===== src/rtl/ps2_scan_receiver.sv =====
// PS/2 device-to-host receiver: synchronises and deglitches the raw pins,
// deserialises 11-bit frames (start, 8 data LSB-first, odd parity, stop)
// and presents each good byte with a one-cycle ready strobe. Bad or
// stalled frames are dropped and reported with a one-cycle error strobe.
`timescale 1ns/1ps

module ps2_scan_receiver #(
    parameter int FILTER_LEN     = 8,
    parameter int TIMEOUT_CYCLES = 50000
) (
    input  logic       clk,
    input  logic       rst,
    input  logic       ps2_clk,
    input  logic       ps2_data,
    output logic [7:0] scanCode,
    output logic       scanCodeReady,
    output logic       frameError,
    output logic       rxBusy
);

    localparam int FILT_W = $clog2(FILTER_LEN + 1);
    localparam int IDLE_W = $clog2(TIMEOUT_CYCLES);

    localparam logic [FILT_W-1:0] FILT_MAX = FILT_W'(FILTER_LEN);
    // The timeout fires on the cycle the idle counter would step onto
    // TIMEOUT_CYCLES-1, so the counter itself never holds that value and
    // never needs to wrap.
    localparam logic [IDLE_W-1:0] IDLE_PRE = IDLE_W'(TIMEOUT_CYCLES - 2);

    typedef enum logic [1:0] {
        IDLE,
        DATA,
        PARITY,
        STOP
    } state_t;

    // Synchroniser stages, index 1 is the usable (metastability-safe) tap.
    logic [1:0] clk_sync;
    logic [1:0] data_sync;
    logic       sync_clk;
    logic       sync_data;

    // Deglitch filter and falling-edge detection.
    logic [FILT_W-1:0] filt_cnt;
    logic              filt_clk;
    logic              fall_strobe;

    // Frame state and its next-state values.
    state_t            state, state_next;
    logic [7:0]        shift_reg, shift_next;
    logic [2:0]        bit_cnt, bit_cnt_next;
    logic              parity_bit, parity_next;
    logic [IDLE_W-1:0] idle_cnt, idle_next;
    logic [7:0]        code_next;
    logic              ready_next;
    logic              error_next;
    logic              timeout_hit;

    assign sync_clk  = clk_sync[1];
    assign sync_data = data_sync[1];

    // Two-flop synchronisers on both asynchronous pins; idle level is high.
    always_ff @(posedge clk) begin
        if (rst) begin
            clk_sync  <= 2'b11;
            data_sync <= 2'b11;
        end else begin
            clk_sync  <= {clk_sync[0], ps2_clk};
            data_sync <= {data_sync[0], ps2_data};
        end
    end

    // Filtered clock flips only after the synchronised clock has disagreed
    // with it for FILTER_LEN cycles in a row; a 1->0 flip raises fall_strobe.
    always_ff @(posedge clk) begin
        if (rst) begin
            filt_clk    <= 1'b1;
            filt_cnt    <= '0;
            fall_strobe <= 1'b0;
        end else begin
            fall_strobe <= 1'b0;
            if (sync_clk != filt_clk) begin
                if (filt_cnt == FILT_MAX) begin
                    filt_clk    <= sync_clk;
                    filt_cnt    <= '0;
                    fall_strobe <= filt_clk;
                end else begin
                    filt_cnt <= filt_cnt + FILT_W'(1);
                end
            end else begin
                filt_cnt <= '0;
            end
        end
    end

    // A frame in progress that sees no falling edge for too long is stale.
    // A falling edge in the same cycle takes precedence.
    assign timeout_hit = (state != IDLE) && !fall_strobe && (idle_cnt == IDLE_PRE);

    // Next-state logic: the frame advances one bit per filtered falling edge.
    always_comb begin
        state_next   = state;
        shift_next   = shift_reg;
        bit_cnt_next = bit_cnt;
        parity_next  = parity_bit;
        code_next    = scanCode;
        ready_next   = 1'b0;
        error_next   = 1'b0;

        if (state == IDLE || fall_strobe) begin
            idle_next = '0;
        end else begin
            idle_next = idle_cnt + IDLE_W'(1);
        end

        case (state)
            IDLE: begin
                if (fall_strobe) begin
                    if (!sync_data) begin
                        state_next   = DATA;
                        bit_cnt_next = 3'd0;
                    end else begin
                        // A high "start" bit cannot begin a frame.
                        error_next = 1'b1;
                    end
                end
            end
            DATA: begin
                if (fall_strobe) begin
                    shift_next = {sync_data, shift_reg[7:1]};
                    if (bit_cnt == 3'd7) begin
                        bit_cnt_next = 3'd0;
                        state_next   = PARITY;
                    end else begin
                        bit_cnt_next = bit_cnt + 3'd1;
                    end
                end
            end
            PARITY: begin
                if (fall_strobe) begin
                    parity_next = sync_data;
                    state_next  = STOP;
                end
            end
            STOP: begin
                if (fall_strobe) begin
                    state_next = IDLE;
                    if (sync_data && (^{shift_reg, parity_bit})) begin
                        code_next  = shift_reg;
                        ready_next = 1'b1;
                    end else begin
                        error_next = 1'b1;
                    end
                end
            end
            default: begin
                state_next = IDLE;
            end
        endcase

        if (timeout_hit) begin
            state_next   = IDLE;
            shift_next   = '0;
            bit_cnt_next = 3'd0;
            idle_next    = '0;
            error_next   = 1'b1;
        end
    end

    // State, datapath and registered output strobes.
    always_ff @(posedge clk) begin
        if (rst) begin
            state         <= IDLE;
            shift_reg     <= '0;
            bit_cnt       <= 3'd0;
            parity_bit    <= 1'b0;
            idle_cnt      <= '0;
            scanCode      <= 8'h00;
            scanCodeReady <= 1'b0;
            frameError    <= 1'b0;
            rxBusy        <= 1'b0;
        end else begin
            state         <= state_next;
            shift_reg     <= shift_next;
            bit_cnt       <= bit_cnt_next;
            parity_bit    <= parity_next;
            idle_cnt      <= idle_next;
            scanCode      <= code_next;
            scanCodeReady <= ready_next;
            frameError    <= error_next;
            rxBusy        <= (state_next != IDLE);
        end
    end

endmodule


===== config.mk =====
export PLATFORM = sky130hd
export DESIGN_NAME = ps2_scan_receiver
export DESIGN_NICKNAME = d
export VERILOG_FILES = /design/src/rtl/ps2_scan_receiver.sv
export SDC_FILE = /design/constraint.sdc
export NUM_CORES = 1
export LEC_CHECK = 0
export BUFFER_PORTS_ARGS = -buffer_cell sky130_fd_sc_hd__buf_2
export CAP_MARGIN = 20
export CORE_MARGIN = 5
export CORE_UTILIZATION = 56
export CTS_BUF_LIST = sky130_fd_sc_hd__clkbuf_4
export DETAILED_ROUTE_END_ITERATION = 10
export GPL_TIMING_DRIVEN = 0
export PLACE_DENSITY = 0.77
export SLEW_MARGIN = 20
export SYNTH_ARGS = -nofsm -noshare
export SYNTH_HDL_FRONTEND = slang
export SYNTH_SLANG_ARGS = --single-unit

===== constraint.sdc =====
create_clock -name clk -period 1.65 [get_ports clk]
set_input_delay 0.165 -clock clk [delete_from_list [all_inputs] [get_ports clk]]
set_output_delay 0.165 -clock clk [all_outputs]
set_load 0.02 [all_outputs]

Word level (Yosys, flattened, before mapping)
Cells that the tools add are included.
{ "totals": {"elab_cells": 71, "mem_count": 0, "latch_bits": 0, "mem_bits_rw": 0, "out_inout_bits": 11, "regBits": 51, "romBits": 0} }
{ "classes": {"n_mux": 20, "mul": 0, "order_cmp": 0, "addsub": 3, "n_bitwise": 4, "shifts": 0, "div_mod_pow": 0, "reduce_logical": 20, "n_eq_ne": 10} }
{ "ops": {"columns": ["operator", "n"], "rows": [
  ["$add 16x1->16 const B", 1],
  ["$eq 16x16->1 const B", 1],
  ["$mux 2", 7],
  ["$mux 3", 4],
  ["$reduce_or 3->1", 4],
  ["$reduce_xor 9->1", 1],
  ["$pmux 2 s4", 1],
  ["$mux 1", 6],
  ["$ne 2x2->1 const B", 3],
  ["$pmux 3 s2", 1],
  ["$reduce_and 2->1", 3],
  ["$reduce_bool 2->1", 3],
  ["$add 4x1->4 const B", 1],
  ["$eq 2x2->1 const B", 2],
  ["$eq 4x4->1 const B", 1],
  ["$not 1->1", 4],
  ["$reduce_and 4->1", 1],
  ["$add 3x1->3 const B", 1],
  ["$eq 3x3->1 const B", 1],
  ["$logic_and 1x1->1", 3],
  ["$reduce_and 3->1", 1],
  ["$eq 2x1->1 const B", 1],
  ["$logic_not 2->1", 1],
  ["$pmux 1 s2", 1],
  ["other kinds (4)", 4]
]} }

Logic depth before layout (Yosys ltp)
Gate-level depths: netlist (run 1).
{ "depth": {"depth_word": 6, "depth_mapped": 7} }

Least setup slack after synthesis (run 1)
Ideal clock, no wire load.
{ "synth_timing": {"path_type": "reg2reg", "from": "reg state[0]", "to": "reg state[0]", "t_required_ps": 1519, "setup_time_ps": 131, "stages_incl_launch_ff": 8, "slack_ps": -164, "arrival_time_ps": 1683, "synth_period_minus_slack_ps": 1814, "cell_sequence": "dfxtp_1 inv_1 ha_1 nor4bb_1 nand4_1 o21bai_1 buf_4 a21oi_1"} }
{ "synth_via": {"elab_chain_len": 4, "elab_cells_between_ends": 15} }
{ "synth_rtl": {"columns": ["item", "line", "text"], "rows": [
  ["from (decl)", "49", "state_t state, state_next;"],
  ["from (signal assigned)", "183", "state <= state_next;"],
  ["$mux 2, or another cell as far along", "131", "if (bit_cnt == 3'd7) begin"],
  ["$mux 2, or another cell as far along", "129", "if (fall_strobe) begin"],
  ["$pmux 2 s4 / $logic_and 1x1->1 (equally long branches)", "116, 98", null],
  ["$mux 2 (*)", "161", "if (timeout_hit) begin"]
]} }
Mark *: on every way between the ends. The rest lies on a longest branch, timed or not.
A chain may end at the register's enable or synchronous reset.

Final worst setup path (run 1)
{ "layout_timing": {"from": "reg shift_reg[6]", "to": "reg scanCode[4]"} }
{ "layout_via": {"elab_chain_len": 3} }
{ "layout_rtl": {"columns": ["item", "line", "text"], "rows": [
  ["from (decl)", "50", "logic [7:0] shift_reg, shift_next;"],
  ["from (signal assigned)", "184", "shift_reg <= shift_next;"],
  ["$reduce_xor 9->1", "148", "if (sync_data && (^{shift_reg, parity_bit})) begin"],
  ["$logic_and 1x1->1", "148", null],
  ["$reduce_and 3->1 (no line)", null, null],
  ["to (signal assigned)", "188", "scanCode <= code_next;"],
  ["to (decl)", "15", "output logic [7:0] scanCode,"]
]} }
Every way passes these cells.

==> results of run 1 <==
-- kinds of logic after synthesis --
family,count (synthesis),synth area share
xor+xnor,21,0.0947
simple gates,119,0.273
compound gates,28,0.0726
mux,11,0.0504
flops,51,0.420
fa+ha+maj,10,0.0515
buf+inv,20,0.0376
-- final cells by class --
cell class | instances | area [sq um]
sequential | 51 | 1040
buffer | 9 | 57.6
clock inverter | 3 | 43.8
inverter | 10 | 42.5
timing repair buffer | 35 | 282
multi-input combinational | 189 | 1480
tap | 52 | 65.1
clock buffer | 5 | 37.5
fill | 338 | 1250
-- how the worst max path moves through the flow --
stage	to	slack, ns
2_1_floorplan	idle_cnt[12]$_SDFF_PP0_	-0.03
3_3_place_gp	idle_cnt[6]$_SDFF_PP0_	-0.24
3_5_place_dp	idle_cnt[6]$_SDFF_PP0_	-0.27
4_1_cts	shift_reg[7]$_SDFFE_PP0P_	-0.05
5_1_grt	bit_cnt[2]$_SDFFE_PP0P_	-0.13
6_report	scanCode[4]$_SDFFE_PP0P_	-0.05
-- synth_stat cells (2+ instances only) --
| library cell | n | area share |
|---|---|---|
| a21oi_1 | 14 | 0.029 |
| and4_1 | 3 | 0.011 |
| buf_4 | 2 | 0.0062 |
| clkbuf_1 | 6 | 0.0093 |
| dfxtp_1 | 51 | 0.42 |
| ha_1 | 10 | 0.051 |
| inv_1 | 10 | 0.015 |
| mux2i_1 | 10 | 0.041 |
| nand2_1 | 22 | 0.034 |
| nand2b_1 | 7 | 0.018 |
| nand3_1 | 17 | 0.035 |
| nand4_1 | 7 | 0.018 |
| nor2_1 | 22 | 0.034 |
| nor2b_1 | 6 | 0.015 |
| nor3_1 | 3 | 0.0062 |
| nor4_1 | 2 | 0.0051 |
| nor4bb_1 | 2 | 0.0082 |
| o21ai_0 | 3 | 0.0062 |
| or2_2 | 5 | 0.013 |
| or2b_1 | 7 | 0.022 |
| or2b_2 | 5 | 0.018 |
| or3_1 | 3 | 0.0077 |
| or4b_2 | 3 | 0.012 |
| xnor2_1 | 9 | 0.032 |
| xnor3_2 | 2 | 0.020 |
| xor2_1 | 9 | 0.032 |
-- timing repair --
action,in CTS,in global routing
resized for setup,30,19
setup buffers,11,5
pin swaps,9,10
endpoints found under the hold margin,2,0
cloned,1,2
hold buffers,2,0
endpoints found under the setup margin,40,40
-- per-stage QoR --
stage / area, sq um / power [W] / hold slack (ns) / setup TNS [ns]
6_report: 3050 / 0.00202 / 0.248 / -1.06
5_1_grt: 3050 / 0.00209 / 0.250 / -3.84
4_1_cts: 2920 / 0.00203 / 0.199 / -0.459
3_5_place_dp: 2610 / 0.00130 / 0.352 / -6.53
3_3_place_gp: 2610 / 0.00130 / 0.347 / -5.72
2_1_floorplan: 2480 / 0.00129 / 0.269 / -0.249
-- worst max-delay path: stages, from the launching register on --
cell and delay (ns):
dfxtp_2 0.37, xor2_1 0.17, xnor3_2 0.49, mux2i_4 0.26, clkbuf_16 0.19, mux2i_1 0.17
-- power breakdown --
| part | switching (W) | internal, W |
|---|---|---|
| Clock | 0.000410 | 0.000320 |
| Combinational | 0.0000284 | 0.0000250 |
| Sequential | 0.00000240 | 0.00123 |
-- metal layers --
metal  vias up  global-route usage
li1        972                   -
met1       899               0.232
met2        30               0.309
met3         6              0.0356
met4         0              0.0524
met5         -                   0
==> flow_summary.json, run 1 <==
{
  "status": "complete, but fails checks",
  "violations": "setup timing",
  "rsz0062_at_grt": "true",
  "worstSkewPairLatency_ns": 0.38,
  "ys_ff_latch": 51,
  "wl_met2_mm": 2.37,
  "timing.final.crit_share": 1.03,
  "arrival_ns": 2.02,
  "track_usage": 0.181,
  "worst_pin_slew_ns": 0.453,
  "vdd_drop_max_uv": 395,
  "drive_gt1_frac": 0.334,
  "async_flop_share": 0,
  "grt_overflow": 0,
  "start_util": 0.566,
  "grt_max_degree": 17,
  "pre_cts_ws_ns": -0.271,
  "cts.sinks": 51,
  "viasPerCell": 5.39,
  "largest_register_ffs": 16,
  "mostFrequentLayoutCells": "dfxtp_1 (41), nand2_1 (22), nor2_1 (18)",
  "drt-met1-wl_mm": 2.25,
  "cts_root_buf": "clkbuf_4",
  "cts_buffers": 5,
  "maxCapViolations": 0,
  "clk_pin_slew_ns": 0.15,
  "critPathMaxFanout": 4,
  "holdPathEnd": "idle_cnt[14]$_SDFF_PP0_",
  "io-pin-count": 15,
  "cts_tree": "built",
  "dieHeight_microns": 75.9,
  "yosysWarnings": 0,
  "hold_path.startpoint": "rst",
  "hold_class": "in -> reg",
  "r2r-end": "scanCode[4]$_SDFFE_PP0P_",
  "wl_per_cell_microns": 13.7,
  "finalSetupViolCount": 35,
  "syn_avg_cell_area_sq_um": 9.35,
  "finalCriticalPeriod_ns": 1.70,
  "area_delta_synth_final_pct": 25.3,
  "antenna_cells": 0,
  "drt_iter0_drc": 139,
  "reg2reg_from": "shift_reg[6]$_SDFFE_PP0P_",
  "power.density_mw_per_mm2": 663,
  "hpwl_mm": 2.96,
  "finalWorstSetupSlack_ns": -0.0535,
  "max-slew-margin-rel": 0.698,
  "grt_pass1_wl_mm": 8.06,
  "p_leak_nw": 1.07,
  "final_util": 0.709,
  "start_kind": "flip-flop",
  "clock_path_buffers": 2,
  "die_x_microns": 75.9,
  "wl_met3_microns": 166,
  "synth_cells": 260,
  "place_inst": 326,
  "fmax_mhz": 587,
  "yosysUniqueCellTypes": 46,
  "hold_depth": 5,
  "firstDrtPassIters": 4,
  "synth_flop_cell": "dfxtp_1",
  "final_common_cell": "dfxtp_1",
  "ant_nets": 0,
  "synth-edff-count": 0,
  "portBuffers": 14,
  "rows": 24,
  "vias": 1907,
  "end_kind": "flip-flop",
  "seq_area_frac_synth": 0.420,
  "h-tree-depth": 2,
  "final_nets": 315,
  "r2r_slack_ns": -0.05,
  "dieArea_sq_mm": 0.00576,
  "hold_violations": 0,
  "place_congestion": 0.777,
  "drcViolationCount": 0,
  "coreArea_sq_mm": 0.00429,
  "skew_ns": 0.00776,
  "routed.top_layer": "met4",
  "cp.required_ns": 1.96,
  "antenna_found_initial": 0,
  "rr_worst_depth": 5,
  "totalWireLength_mm": 4.86,
  "stdcell_count": 354,
  "path_class": "reg -> reg",
  "synth_area_sq_mm": 0.00243,
  "worstSetupStartpoint": "shift_reg[6]$_SDFFE_PP0P_",
  "synth_nets": 274,
  "first_global_vias": 1789,
  "drv_slew": 0
}
No activity file was read; power rests on OpenSTA's default activity.
==> run 2, diff against run 1 <==
ABC_AREA = 1   (was default)
CORE_UTILIZATION = 62   (was 56)
GPL_TIMING_DRIVEN = 1   (was 0)
PLACE_DENSITY = 0.81   (was 0.77)
clock period = 1.7 ns   (was 1.65 ns; I/O delays follow)
==> run 2 against run 1 <==
Maximum frequency up 9.3%. Sequential power barely moved. Worst hold slack lost 0.16 ns. Worst setup slack improved by 0.20 ns. Final cell count grew 17%. Count of clock-buffer cells in the layout did not move. The flow now finishes without violations. Final area down 9.6%.
==> flow_summary.json, run 2 <==
{
  "hold-worst-slack_ns": 0.0900,
  "io-pin-count": 15,
  "drive_gt1_frac": 0.156,
  "antenna_found_initial": 0,
  "grt_overflow": 0,
  "synth-edff-count": 0,
  "drcViolationCount": 0,
  "end_kind": "flip-flop",
  "max-slew-margin-rel": 0.735,
  "ant_nets": 0,
  "maxCapViolations": 0,
  "yosysWarnings": 0,
  "finalSetupViolCount": 0,
  "cts_tree": "built",
  "synth_flop_cell": "dfxtp_1",
  "worst_pin_slew_ns": 0.395,
  "synth_nets": 358,
  "place_congestion": 0.817,
  "hold_violations": 0,
  "crit_path_frequent_cell": "inv_1",
  "cts_buffers": 5,
  "coreArea_sq_mm": 0.00391,
  "track_usage": 0.196,
  "yosysTopAreaCell": "dfxtp_1",
  "hpwl_mm": 3.23,
  "skew_ns": 0.0204,
  "area_delta_synth_final_pct": 11.8,
  "arrival_ns": 1.86,
  "clock_path_buffers": 2,
  "cts.sinks": 51,
  "clk_pin_slew_ns": 0.16,
  "async_flop_share": 0,
  "drt_iter0_drc": 196,
  "vdd_drop_max_uv": 485,
  "cts_root_buf": "clkbuf_4",
  "h-tree-depth": 2,
  "postPlaceCellArea_sq_mm": 0.00260,
  "grt_pass1_wl_mm": 8.32,
  "ys_ff_latch": 51,
  "r2r_slack_ns": 0.14,
  "critPathMaxFanout": 4,
  "path_class": "reg -> reg",
  "die_x_microns": 73.0,
  "totalWireLength_mm": 4.82,
  "worst-path-buf-inv": 3,
  "final_util": 0.704,
  "rr_worst_depth": 9,
  "rows": 23,
  "rsz0062_at_grt": "false",
  "synth_most_common_cell": "nand2_1",
  "largest_register_ffs": 16,
  "status": "finished, final reports clean",
  "synth_cells": 344,
  "wl_per_cell_microns": 11.6,
  "antenna_cells": 0,
  "portBuffers": 14,
  "cp_cell_sequence": "ha_1, inv_1, nor2_1, nand3_1, inv_1, nand4_1, inv_1, a21oi_1, nor3_1",
  "cp.required_ns": 2.00,
  "yosysUniqueCellTypes": 30,
  "synth_area_leaders": "dfxtp_1 (41%), nand2_1 (13%), nor2_1 (7.9%), inv_1 (7.5%), ha_1 (5.1%)",
  "synth_top_area_frac": 0.414,
  "drv_slew": 0,
  "fmax_mhz": 642,
  "seq_area_frac_synth": 0.414,
  "syn_avg_cell_area_sq_um": 7.16,
  "worstSetupStartpoint": "idle_cnt[0]$_SDFF_PP0_",
  "critPathSlowestCell": "dfxtp_2",
  "fin_tns_setup_ns": 0,
  "timing.final.crit_share": 0.917,
  "start_util": 0.629,
  "firstDrtPassIters": 4,
  "max_stage_delay_ns": 0.37,
  "crit_path_end": "idle_cnt[14]$_SDFF_PP0_",
  "final_nets": 378,
  "start_kind": "flip-flop",
  "vias": 2137,
  "grt_max_degree": 17,
  "mostFrequentLayoutCells": "nand2_1 (85), nor2_1 (51), inv_1 (49)",
  "postCtsSetupRepairBufs": 0,
  "power.density_mw_per_mm2": 758,
  "final_common_cell": "nand2_1",
  "finalWorstSetupSlack_ns": 0.142,
  "viasPerCell": 5.15,
  "reg2reg_from": "idle_cnt[0]$_SDFF_PP0_",
  "worstSkewPairLatency_ns": 0.38,
  "synth_common_cells": "nand2_1 (85), nor2_1 (52), dfxtp_1 (51), inv_1 (49), a21oi_1 (22)",
  "dieHeight_microns": 73.0,
  "p_leak_nw": 1.23,
  "dieArea_sq_mm": 0.00533,
  "r2r-end": "idle_cnt[14]$_SDFF_PP0_",
  "crit_family": "simple AND/OR/NAND/NOR gates",
  "finalCriticalPeriod_ns": 1.56,
  "hold_class": "in -> reg",
  "worst-path-stages": 9,
  "first_global_vias": 1984,
  "synth_area_sq_mm": 0.00246,
  "fin_area_sq_mm": 0.00275,
  "pre_cts_ws_ns": 0.0717
}
run 2: cell types whose count changed in the layout (fill, tap and decap cells not counted), sizes merged, moves of 4 or more:
cell | before | now
xor2 | 9 | 5
buf | 35 | 19
mux2i | 11 | 0
nand2b | 7 | 0
or4b | 4 | 0
xnor2 | 9 | 3
inv | 10 | 49
a21oi | 14 | 22
nand2 | 22 | 91
clkbuf | 12 | 5
nor2 | 22 | 52
nor2b | 6 | 0
or2b | 12 | 0
run 2: per-stage QoR:
step           power [W]  std cells
6_report         0.00209        415
5_1_grt          0.00217        415
4_1_cts          0.00210        414
3_5_place_dp     0.00140        404
3_3_place_gp     0.00140        404
2_1_floorplan    0.00135        344
run 2: cell type report:
type                    instances  area, sq um
inverters                      49          184
multi-input cells             236         1240
clock inverters                 3         43.8
well taps                      50         62.6
clock buffers                   5         37.5
repair buffers                 21          153
flip-flops and latches         51         1040
fillers                       323         1160
run 2: worst min path at each step:
stage | start | end | slack [ns] | depth (start not counted)
after floorplan | ps2_clk | clk_sync[0]$_SDFF_PP1_ | 0.27 | 1
after global placement | ps2_clk | clk_sync[0]$_SDFF_PP1_ | 0.36 | 2
after detailed placement | ps2_clk | clk_sync[0]$_SDFF_PP1_ | 0.36 | 2
after CTS | rst | scanCodeReady$_SDFF_PP0_ | 0.07 | 2
after global routing | rst | parity_bit$_SDFFE_PP0P_ | 0.09 | 2
final | rst | scanCodeReady$_SDFF_PP0_ | 0.09 | 2
run 2: logic make-up after synthesis:
family,Yosys count,synth area share
AND/OR/NAND/NOR,184,0.331
buffers and inverters,58,0.100
flip-flops,51,0.414
AO/OA/AOI/OAI,33,0.0752
adder cells (fa/ha/maj),10,0.0508
XOR/XNOR,8,0.0284
run 2: worst register-to-register path, stage by stage (launching register included):
cell and delay (ns):
dfxtp_2 0.37, ha_1 0.18, inv_1 0.05, nor2_1 0.16
nand3_1 0.12, inv_1 0.11, nand4_1 0.13, inv_1 0.14
a21oi_1 0.08, nor3_1 0.15
run 2: repair_timing:
item                       CTS  global route
resized for setup            0            19
hold endpoints to repair     2             0
hold buffers                 2             0
setup endpoints to repair    0            37
run 2: routing by layer:
| layer | share of wire | wire, microns | GRT usage | vias to the layer above |
|---|---|---|---|---|
| li1 | - | - | - | 1123 |
| met5 | 0 | 0 | 0 | - |
| met4 | 0.013 | 63 | 0.0799 | 0 |
| met2 | 0.52 | 2500 | 0.348 | 41 |
| met1 | 0.43 | 2090 | 0.229 | 967 |
| met3 | 0.034 | 162 | 0.0386 | 6 |
run 2: where the power goes:
group | internal [W] | total [W] | switching [W]
registers | 0.00121 | 0.00123 | 0.0000124
logic | 0.0000609 | 0.000161 | 0.0000997
clock network | 0.000310 | 0.000702 | 0.000391
==> run 3, diff against run 2 <==
ABC_AREA = default   (was 1)
==> run 3 against run 2 <==
Worst hold slack improved by 0.090 ns. Combinational power fell by 74%. Via count fell by 12%. Core utilization rose by 6.3 points. Non-clock buffer count rose by 17. Maximum frequency fell by 7.0%. Final cell count fell by 17%.
==> flow_summary.json, run 3 (synthesis gave the netlist of run 1 again) <==
{
  "dieArea_sq_mm": 0.00527,
  "power_w": 0.00180,
  "final_nets": 309,
  "arrival_ns": 1.95,
  "pre_cts_ws_ns": -0.0825,
  "final_util": 0.766,
  "finalCriticalPeriod_ns": 1.68,
  "timing.final.crit_share": 0.986,
  "cts_tree": "built",
  "status": "finished, final reports clean",
  "start_kind": "flip-flop",
  "ant_nets": 0,
  "grt_overflow": 0,
  "worst_pin_slew_ns": 0.426,
  "final_common_cell": "dfxtp_1",
  "finalWorstSetupSlack_ns": 0.0246,
  "postPlaceCellArea_sq_mm": 0.00271,
  "hold_class": "in -> reg",
  "skew_ns": 0.00383,
  "start_util": 0.649,
  "grt_max_degree": 30,
  "largest_register_ffs": 16,
  "fin_tns_setup_ns": 0,
  "totalWireLength_mm": 4.64,
  "max-slew-margin-rel": 0.714,
  "first_global_vias": 1771,
  "finalSetupViolCount": 0,
  "antenna_cells": 0,
  "drt_iter0_drc": 102,
  "cts_buffers": 5,
  "seq_area_sq_mm": 0.00103,
  "clock_path_buffers": 2,
  "fin_area_sq_mm": 0.00287,
  "cts_root_buf": "clkbuf_4",
  "track_usage": 0.188,
  "end_kind": "flip-flop",
  "portBuffers": 14,
  "io-pin-count": 15,
  "coreArea_sq_mm": 0.00374,
  "path_class": "reg -> reg",
  "firstDrtPassIters": 4,
  "drv_slew": 0,
  "p_leak_nw": 1.03,
  "grt_pass1_wl_mm": 7.90,
  "cp.required_ns": 1.97,
  "vias": 1873,
  "reg2reg_from": "state[0]$_SDFF_PP0_",
  "rsz0062_at_grt": "true",
  "hpwl_mm": 3.26,
  "die_x_microns": 72.6,
  "multi_input_area_sq_mm": 0.00139,
  "antenna_found_initial": 0,
  "cts.sinks": 51,
  "area_delta_synth_final_pct": 18.0,
  "h-tree-depth": 2,
  "viasPerCell": 5.44,
  "mostFrequentLayoutCells": "dfxtp_1 (47), nand2_1 (22), nor2_1 (22)",
  "critPathMaxFanout": 13,
  "worstSkewPairLatency_ns": 0.38,
  "vdd_drop_max_uv": 350,
  "maxCapViolations": 0,
  "rows": 22,
  "drcViolationCount": 0,
  "hold_violations": 0,
  "fmax_mhz": 597,
  "dieHeight_microns": 72.6,
  "drive_gt1_frac": 0.267,
  "worstSetupStartpoint": "state[0]$_SDFF_PP0_",
  "clk_pin_slew_ns": 0.15,
  "hold_path.startpoint": "rst",
  "nFillCells": 241,
  "wl_per_cell_microns": 13.5,
  "place_congestion": 0.816,
  "power.density_mw_per_mm2": 626
}
## run 3: cell type report
| type | count | share of cell area |
|---|---|---|
| clock buffer | 5 | 0.0131 |
| clock inverter | 3 | 0.00698 |
| inverter | 10 | 0.0140 |
| multi-input combinational | 189 | 0.485 |
| sequential | 51 | 0.359 |
| tap | 48 | 0.0209 |
| timing repair buffer | 38 | 0.100 |
## run 3: stage by stage
| stage | hold slack [ns] | cells |
|---|---|---|
| 2_1_floorplan | 0.274 | 260 |
| 6_report | 0.179 | 344 |
| 4_1_cts | 0.171 | 343 |
| 3_3_place_gp | 0.354 | 332 |
| 5_1_grt | 0.151 | 344 |
| 3_5_place_dp | 0.356 | 332 |
## run 3: worst max-delay path: stages (launching register included)
cell	delay (ns)
dfxtp_4	0.41
inv_4	0.04
ha_4	0.17
nor4bb_4	0.29
nand4_1	0.20
o21bai_2	0.25
buf_12	0.17
a21oi_1	0.04
## run 3: power breakdown
part	switching [W]	internal [W]	total, W
clock	0.000394	0.000159	0.000553
sequential	0.00000338	0.00120	0.00120
combinational	0.0000217	0.0000209	0.0000425
## run 3: worst paths after layout
| kind | cells after the start | endpoint | slack, ns |
|---|---|---|---|
| setup / recovery | 7 | state[0]$_SDFF_PP0_ | 0.02 |
| hold / removal | 3 | frameError$_SDFF_PP0_ | 0.18 |
| setup reg to reg | 7 | state[0]$_SDFF_PP0_ | 0.02 |
| hold reg to reg | 1 | clk_sync[1]$_SDFF_PP1_ | 0.43 |
## run 3: per-layer routing
layer | GRT usage | up-vias | share of wire
li1 | - | 962 | -
met1 | 0.242 | 872 | 0.47
met2 | 0.309 | 31 | 0.48
met3 | 0.0386 | 8 | 0.036
met4 | 0.0697 | 0 | 0.015
met5 | 0 | - | 0
## run 3: what timing repair did
action / 4_1_cts / 5_1_grt
endpoints found under the hold margin: 2 / 0
buffers inserted: 1 / 1
hold buffers: 2 / 0
cloned: 0 / 0
pin swaps: 4 / 4
gates resized for setup: 7 / 13
endpoints found under the setup margin: 29 / 38
